--- src/rtl/apb_slave_array.sv ---
// apb_slave_array: NSLV word-addressed APB slave memories behind one SETUP/ACCESS
// tracker with a fixed number of wait states per transfer.
// Ports:
//   Pclk, Preset      clock, synchronous active-high reset
//   Pselx[NSLV]       slave select (must be one-hot for a legal transfer)
//   Penable, Pwrite   APB phase and direction
//   Paddr[AW]         byte address; word index is Paddr[log2(DEPTH)+1:2]
//   Pwdata[DW]        write data
//   Prdata[DW]        read data, non-zero only in a clean read completion cycle
//   Pready, Pslverr   completion strobe and error flag (combinational)
module apb_slave_array #(
    parameter int unsigned NSLV        = 3,
    parameter int unsigned DW          = 32,
    parameter int unsigned AW          = 32,
    parameter int unsigned DEPTH       = 16,
    parameter int unsigned WAIT_CYCLES = 0
) (
    input  logic            Pclk,
    input  logic            Preset,
    input  logic [NSLV-1:0] Pselx,
    input  logic            Penable,
    input  logic            Pwrite,
    input  logic [AW-1:0]   Paddr,
    input  logic [DW-1:0]   Pwdata,
    output logic [DW-1:0]   Prdata,
    output logic            Pready,
    output logic            Pslverr
);

    localparam int unsigned IW = $clog2(DEPTH);
    localparam int unsigned SW = (NSLV > 1) ? $clog2(NSLV) : 1;

    typedef enum logic {IDLE, ACCESS} state_t;

    state_t          state, state_nxt;
    logic [3:0]      cnt, cnt_nxt;
    logic [NSLV-1:0] cap_sel;
    logic            cap_write;
    logic [IW-1:0]   cap_idx;
    logic [DW-1:0]   cap_wdata;
    logic            cap_err;
    logic [SW-1:0]   sel_idx;
    logic            setup, active, capture, done, wr_en;
    logic            onehot, addr_err;
    logic [DW-1:0]   mem [NSLV][DEPTH];

    // Bus phase qualifiers
    assign setup  = (|Pselx) && !Penable;
    assign active = (|Pselx) && Penable;

    // Error decode: select not one-hot, misaligned, or beyond DEPTH words
    assign onehot   = (Pselx != '0) && ((Pselx & (Pselx - NSLV'(1))) == '0);
    assign addr_err = (Paddr[1:0] != 2'b00) || ((Paddr >> (IW + 2)) != '0);

    // State register
    always_ff @(posedge Pclk) begin
        if (Preset) begin
            state <= IDLE;
            cnt   <= 4'd0;
        end else begin
            state <= state_nxt;
            cnt   <= cnt_nxt;
        end
    end

    // Next state; a SETUP seen in ACCESS restarts the transfer
    always_comb begin
        state_nxt = state;
        cnt_nxt   = cnt;
        capture   = 1'b0;
        done      = 1'b0;
        case (state)
            IDLE: begin
                if (setup) begin
                    capture   = 1'b1;
                    cnt_nxt   = 4'(WAIT_CYCLES);
                    state_nxt = ACCESS;
                end
            end
            ACCESS: begin
                if (setup) begin
                    capture = 1'b1;
                    cnt_nxt = 4'(WAIT_CYCLES);
                end else if (!active) begin
                    state_nxt = IDLE;
                end else if (cnt != 4'd0) begin
                    cnt_nxt = cnt - 4'd1;
                end else begin
                    done      = 1'b1;
                    state_nxt = IDLE;
                end
            end
            default: state_nxt = IDLE;
        endcase
    end

    // Transfer attributes held for the whole ACCESS phase
    always_ff @(posedge Pclk) begin
        if (Preset) begin
            cap_sel   <= '0;
            cap_write <= 1'b0;
            cap_idx   <= '0;
            cap_wdata <= '0;
            cap_err   <= 1'b0;
        end else if (capture) begin
            cap_sel   <= Pselx;
            cap_write <= Pwrite;
            cap_idx   <= Paddr[IW+1:2];
            cap_wdata <= Pwdata;
            cap_err   <= !onehot || addr_err;
        end
    end

    // One-hot to index of the captured select
    always_comb begin
        sel_idx = '0;
        for (int unsigned i = 0; i < NSLV; i++) begin
            if (cap_sel[i]) sel_idx = SW'(i);
        end
    end

    assign wr_en = done && cap_write && !cap_err;

    // Slave memories
    always_ff @(posedge Pclk) begin
        if (Preset) begin
            for (int unsigned s = 0; s < NSLV; s++) begin
                for (int unsigned w = 0; w < DEPTH; w++) begin
                    mem[s][w] <= '0;
                end
            end
        end else if (wr_en) begin
            mem[sel_idx][cap_idx] <= cap_wdata;
        end
    end

    // Completion-cycle response
    assign Pready  = done;
    assign Pslverr = done && cap_err;
    assign Prdata  = (done && !cap_write && !cap_err) ? mem[sel_idx][cap_idx] : '0;

endmodule

--- config.mk ---
export PLATFORM = sky130hd
export DESIGN_NAME = apb_slave_array
export DESIGN_NICKNAME = d
export VERILOG_FILES = /design/src/rtl/apb_slave_array.sv
export SDC_FILE = /design/constraint.sdc
export NUM_CORES = 2
export LEC_CHECK = 0
export CAP_MARGIN = 20
export CORE_ASPECT_RATIO = 0.7
export CORE_MARGIN = 2
export CORE_UTILIZATION = 40
export CTS_BUF_LIST = sky130_fd_sc_hd__clkbuf_4 sky130_fd_sc_hd__clkbuf_8
export DETAILED_ROUTE_END_ITERATION = 6
export PLACE_DENSITY = 0.68
export SLEW_MARGIN = 10
export SYNTH_ARGS = -nofsm -noshare
export SYNTH_HDL_FRONTEND = slang
export SYNTH_SLANG_ARGS = --single-unit
--- constraint.sdc ---
create_clock -name Pclk -period 4.1 [get_ports Pclk]
set_clock_uncertainty 0.05 [all_clocks]
set_input_delay 0.82 -clock Pclk [delete_from_list [all_inputs] [get_ports Pclk]]
set_output_delay 0.82 -clock Pclk [all_outputs]
set_load 0.02 [all_outputs]
==> out/metrics.csv <==
stage,metric,value,unit
setup_path,Reg2Reg Capture Point,mem[0][282],
placement,dpl hpwl,126000,um
floorplanning,Die Width,493,um
setup_path,Worst EP required,3.23,ns
logic_synthesis,count of different cell masters after synthesis,53,
power_and_ir_drop,internal power,25500,uW
layout,fraction of layout cells with a size suffix above 1,30.6,%
logic_synthesis,Mapped Area,67000,sq um
setup_path,CP Capture Point,Prdata[19],
clocking,Root Driver,clkbuf_8,
layout,Synth-to-Final Area Change,19.3,%
clocking,H-tree depth,4,
clocking,clk sinks,1581,
logic_synthesis,post-synthesis async set-or-reset flop share,0,%
power_and_ir_drop,combinational power share,9.1,%
logic_synthesis,Yosys warning count,0,
layout,Final #Nets,4571,
run_status,outcome,"finished, violations left",
global_route,largest net degree at the start of global routing,108,
clocking,Clock Latency Late Sink,0.96,ns
power_and_ir_drop,Switching Power,8140,uW
setup_path,Worst Setup SP,cap_idx[0],
logic_synthesis,Syn Area/Cell,16.3,sq um
global_route,GR Util All Layers,23.7,%
sta,fmax,232,MHz
sta,Pins Over Slew Limit,0,
route,routed vias/inst,5.92,
min_path,hold wc startpoint,Pwdata[14],
setup_path,Worst Setup End Kind,output port,
power_and_ir_drop,Clk network pwr share,36.2,%
logic_synthesis,adder-cell share of the synthesized area,0.0187,%
floorplanning,row cnt,125,
setup_path,Crit Path Max Fanout,5,
sta,final hold slack,0.365,ns
power_and_ir_drop,worst vdd ir,0.000270,V
setup_path,Startpoint Class,register,
sta,Least-Margin Pin Slew,1.14,ns
global_route,vias in the first global route,40336,
global_route,first-pass GRT wire length,293000,um
logic_synthesis,Post-Synth XOR/XNOR Area,0.0262,%
clocking,Worst-path clk slew,0.06,ns
route,vias after detailed routing,40795,
route,Avg WL per Cell,29.8,um
logic_synthesis,Synth Instances,4111,
logic_synthesis,largest family of logic cells by synthesized area,multiplexers,
floorplanning,Core Area,166000,sq um
power_and_ir_drop,leakage power,0.0280,uW
placement,placed cell count,6385,
route,Initial DRC Count,6431,
floorplanning,die height,346,um
global_route,grt total ovfl,0,
global_route,antenna violations before repair,5,
logic_synthesis,net count after synthesis,4183,
min_path,hold crit path type,in -> reg,
setup_path,critical path type,reg -> out,
layout,area of the multi-input gates,19400,sq um
layout,register area,47000,sq um
layout,Fillers,13811,
setup_path,worst r2r path cells,6,
sta,setup ws final,-0.207,ns
layout,most frequent cells in the layout,"1536 x edfxtp_1, 582 x nor2_1, 516 x and2_1, 405 x mux4_2, 285 x buf_4",
floorplanning,num ports,105,
run_status,violated checks,"design-rule violations, negative setup slack",
power_and_ir_drop,power density cells,422,nW/um^2
clocking,CTS tree,done,
layout,"most common cell after layout, fill and taps aside",edfxtp_1,
setup_path,RR Startpoint,cap_write,
placement,GPL Wtd Cong,0.881,
logic_synthesis,multiplexer share of the synthesized area,14.3,%
logic_synthesis,ys flop type,edfxtp_1,
route,Post-DRT Antenna Nets,0,
sta,clock period minus worst slack,4.31,ns
clocking,CTS buffer count,221,
logic_synthesis,Post-synth EDFFs,1536,
placement,buffers added on ports,104,
logic_synthesis,"Seq/Total Area, Yosys",70.2,%
power_and_ir_drop,Pwr Total,33700,uW
sta,Final period util,105,%
floorplanning,die area,171000,sq um
route,Routed WL,205000,um
clocking,hold_buf cts,0,
setup_path,CP arrival,3.44,ns
sta,final setup fails,32,
power_and_ir_drop,Sw Share,24.2,%
logic_synthesis,Synth Area in Simple Gates,10.4,%
sta,Rel. slew slack,23.9,%
route,DRC violations left,5,
clocking,clk buf depth,3,
placement,DP Worst Slack,-0.355,ns
setup_path,R2R setup slack,0.77,ns
logic_synthesis,Synth Area in Compound Gates,2.49,%
sta,unrepaired setup endpoints after global routing,yes,
route,DRT Pass-1 Iters,7,
power_and_ir_drop,Flop pwr share,54.7,%
flow_run,max cap viols,0,
logic_synthesis,Yosys reg bits,1581,
min_path,hold depth,3,
layout,final non-filler cell total,6893,
sta,Hold Fails Final Rpt,0,
floorplanning,Initial Utilization,40.3,%
==> flip-flops by register name, summed over array words and instances (netlist names) <==
register   count
cap_err        1
cap_idx        4
cap_sel        2
cap_wdata     32
cap_write      1
cnt            4
mem         1536
state          1
==> layout make-up <==
type | count | area share [%]
timing repair buffer | 531 | 7.84
inverter | 38 | 0.182
multi-input combinational | 2126 | 24.3
sequential | 1581 | 58.9
clock buffer | 314 | 4.72
antenna | 2 | 0.00627
clock inverter | 79 | 0.608
tap | 2222 | 3.48
==> worst max-delay path, stage by stage, from the launching register on <==
cell and delay, ns:
dfxtp_4 0.37, buf_12 0.13, buf_16 0.15, buf_12 0.12, buf_12 0.12, buf_16 0.12
mux4_2 0.51, mux4_2 0.52, a32o_2 0.28, buf_6 0.14
==> repair_timing <==
item / in CTS / in global routing
buffers inserted: 72 / 30
pin swaps: 37 / 30
endpoints found under the hold margin: 0 / 0
gates resized for setup: 162 / 81
cloned: 24 / 3
endpoints found under the setup margin: 33 / 32
==> synthesized netlist by cell type, drive strengths merged (2+ instances only) <==
master | n | share of area [%]
edfxtp | 1536 | 69
nor2 | 609 | 3.4
and2 | 517 | 4.8
mux4 | 405 | 14
clkbuf | 239 | 1.3
nand2 | 157 | 0.88
buf | 127 | 0.98
a21oi | 65 | 0.49
o22ai | 58 | 0.54
nand3 | 47 | 0.43
dfxtp | 45 | 1.3
inv | 38 | 0.21
mux2i | 38 | 0.57
nor3 | 26 | 0.21
or2 | 21 | 0.20
o21bai | 15 | 0.17
nor2b | 14 | 0.13
o21ai | 14 | 0.10
a22o | 13 | 0.17
a22oi | 13 | 0.15
a211oi | 12 | 0.13
a21o | 12 | 0.13
nor4 | 12 | 0.11
o221ai | 11 | 0.14
o41ai | 10 | 0.13
nand2b | 9 | 0.084
a31oi | 6 | 0.056
mux2 | 6 | 0.10
a2111oi | 5 | 0.065
nor3b | 4 | 0.045
a31o | 3 | 0.039
a32o | 2 | 0.030
nand4 | 2 | 0.019
o211ai | 2 | 0.022
o22a | 2 | 0.026
o31ai | 2 | 0.022
o32ai | 2 | 0.026
or4 | 2 | 0.022
==> worst min-delay path by stage <==
stage | endpoint
after CTS | cap_idx[0]
after global placement | cap_wdata[25]
final | cap_wdata[14]
after global routing | cap_wdata[3]
after floorplan | cap_write
after detailed placement | cap_wdata[25]
==> per-layer routing <==
| metal | share of wire (%) | vias to the layer above | global-route usage [%] | wire length (um) |
|---|---|---|---|---|
| met5 | 0.0098 | - | 0 | 20 |
| met4 | 3.1 | 2 | 7.90 | 6420 |
| met3 | 13 | 393 | 6.02 | 27700 |
| met2 | 44 | 3026 | 33.8 | 89500 |
| met1 | 40 | 21033 | 35.3 | 81400 |
| li1 | - | 16341 | - | - |
==> power by group through the flow <==
| stage | registers [uW] | clock network (uW) | logic, uW |
|---|---|---|---|
| 2_1_floorplan | 18700 | 0 | 1440 |
| 3_3_place_gp | 18700 | 0 | 2580 |
| 3_5_place_dp | 18800 | 0 | 2590 |
| 4_1_cts | 18400 | 12300 | 2920 |
| 5_1_grt | 18500 | 13000 | 3130 |
| 6_report | 18400 | 12200 | 3050 |
==> cell families after synthesis <==
family | after synthesis
xor gates and xnor gates | 2
DFF | 1581
adders and majority gates | 1
muxes | 449
AOI/OAI and AO/OA | 250
and+or+nand+nor | 1424
buffers and inverters | 404
==> stage by stage <==
stage	TNS [ns]	cell area (sq um)	util [%]
after floorplan	0	67000	-
after global placement	-0.776	72900	43.9
after detailed placement	-0.411	72900	43.9
after CTS	-6.46	79300	47.7
after global routing	-5.41	79900	48.1
final	-3.73	79900	48.1
No activity file was read; power rests on OpenSTA's default activity.
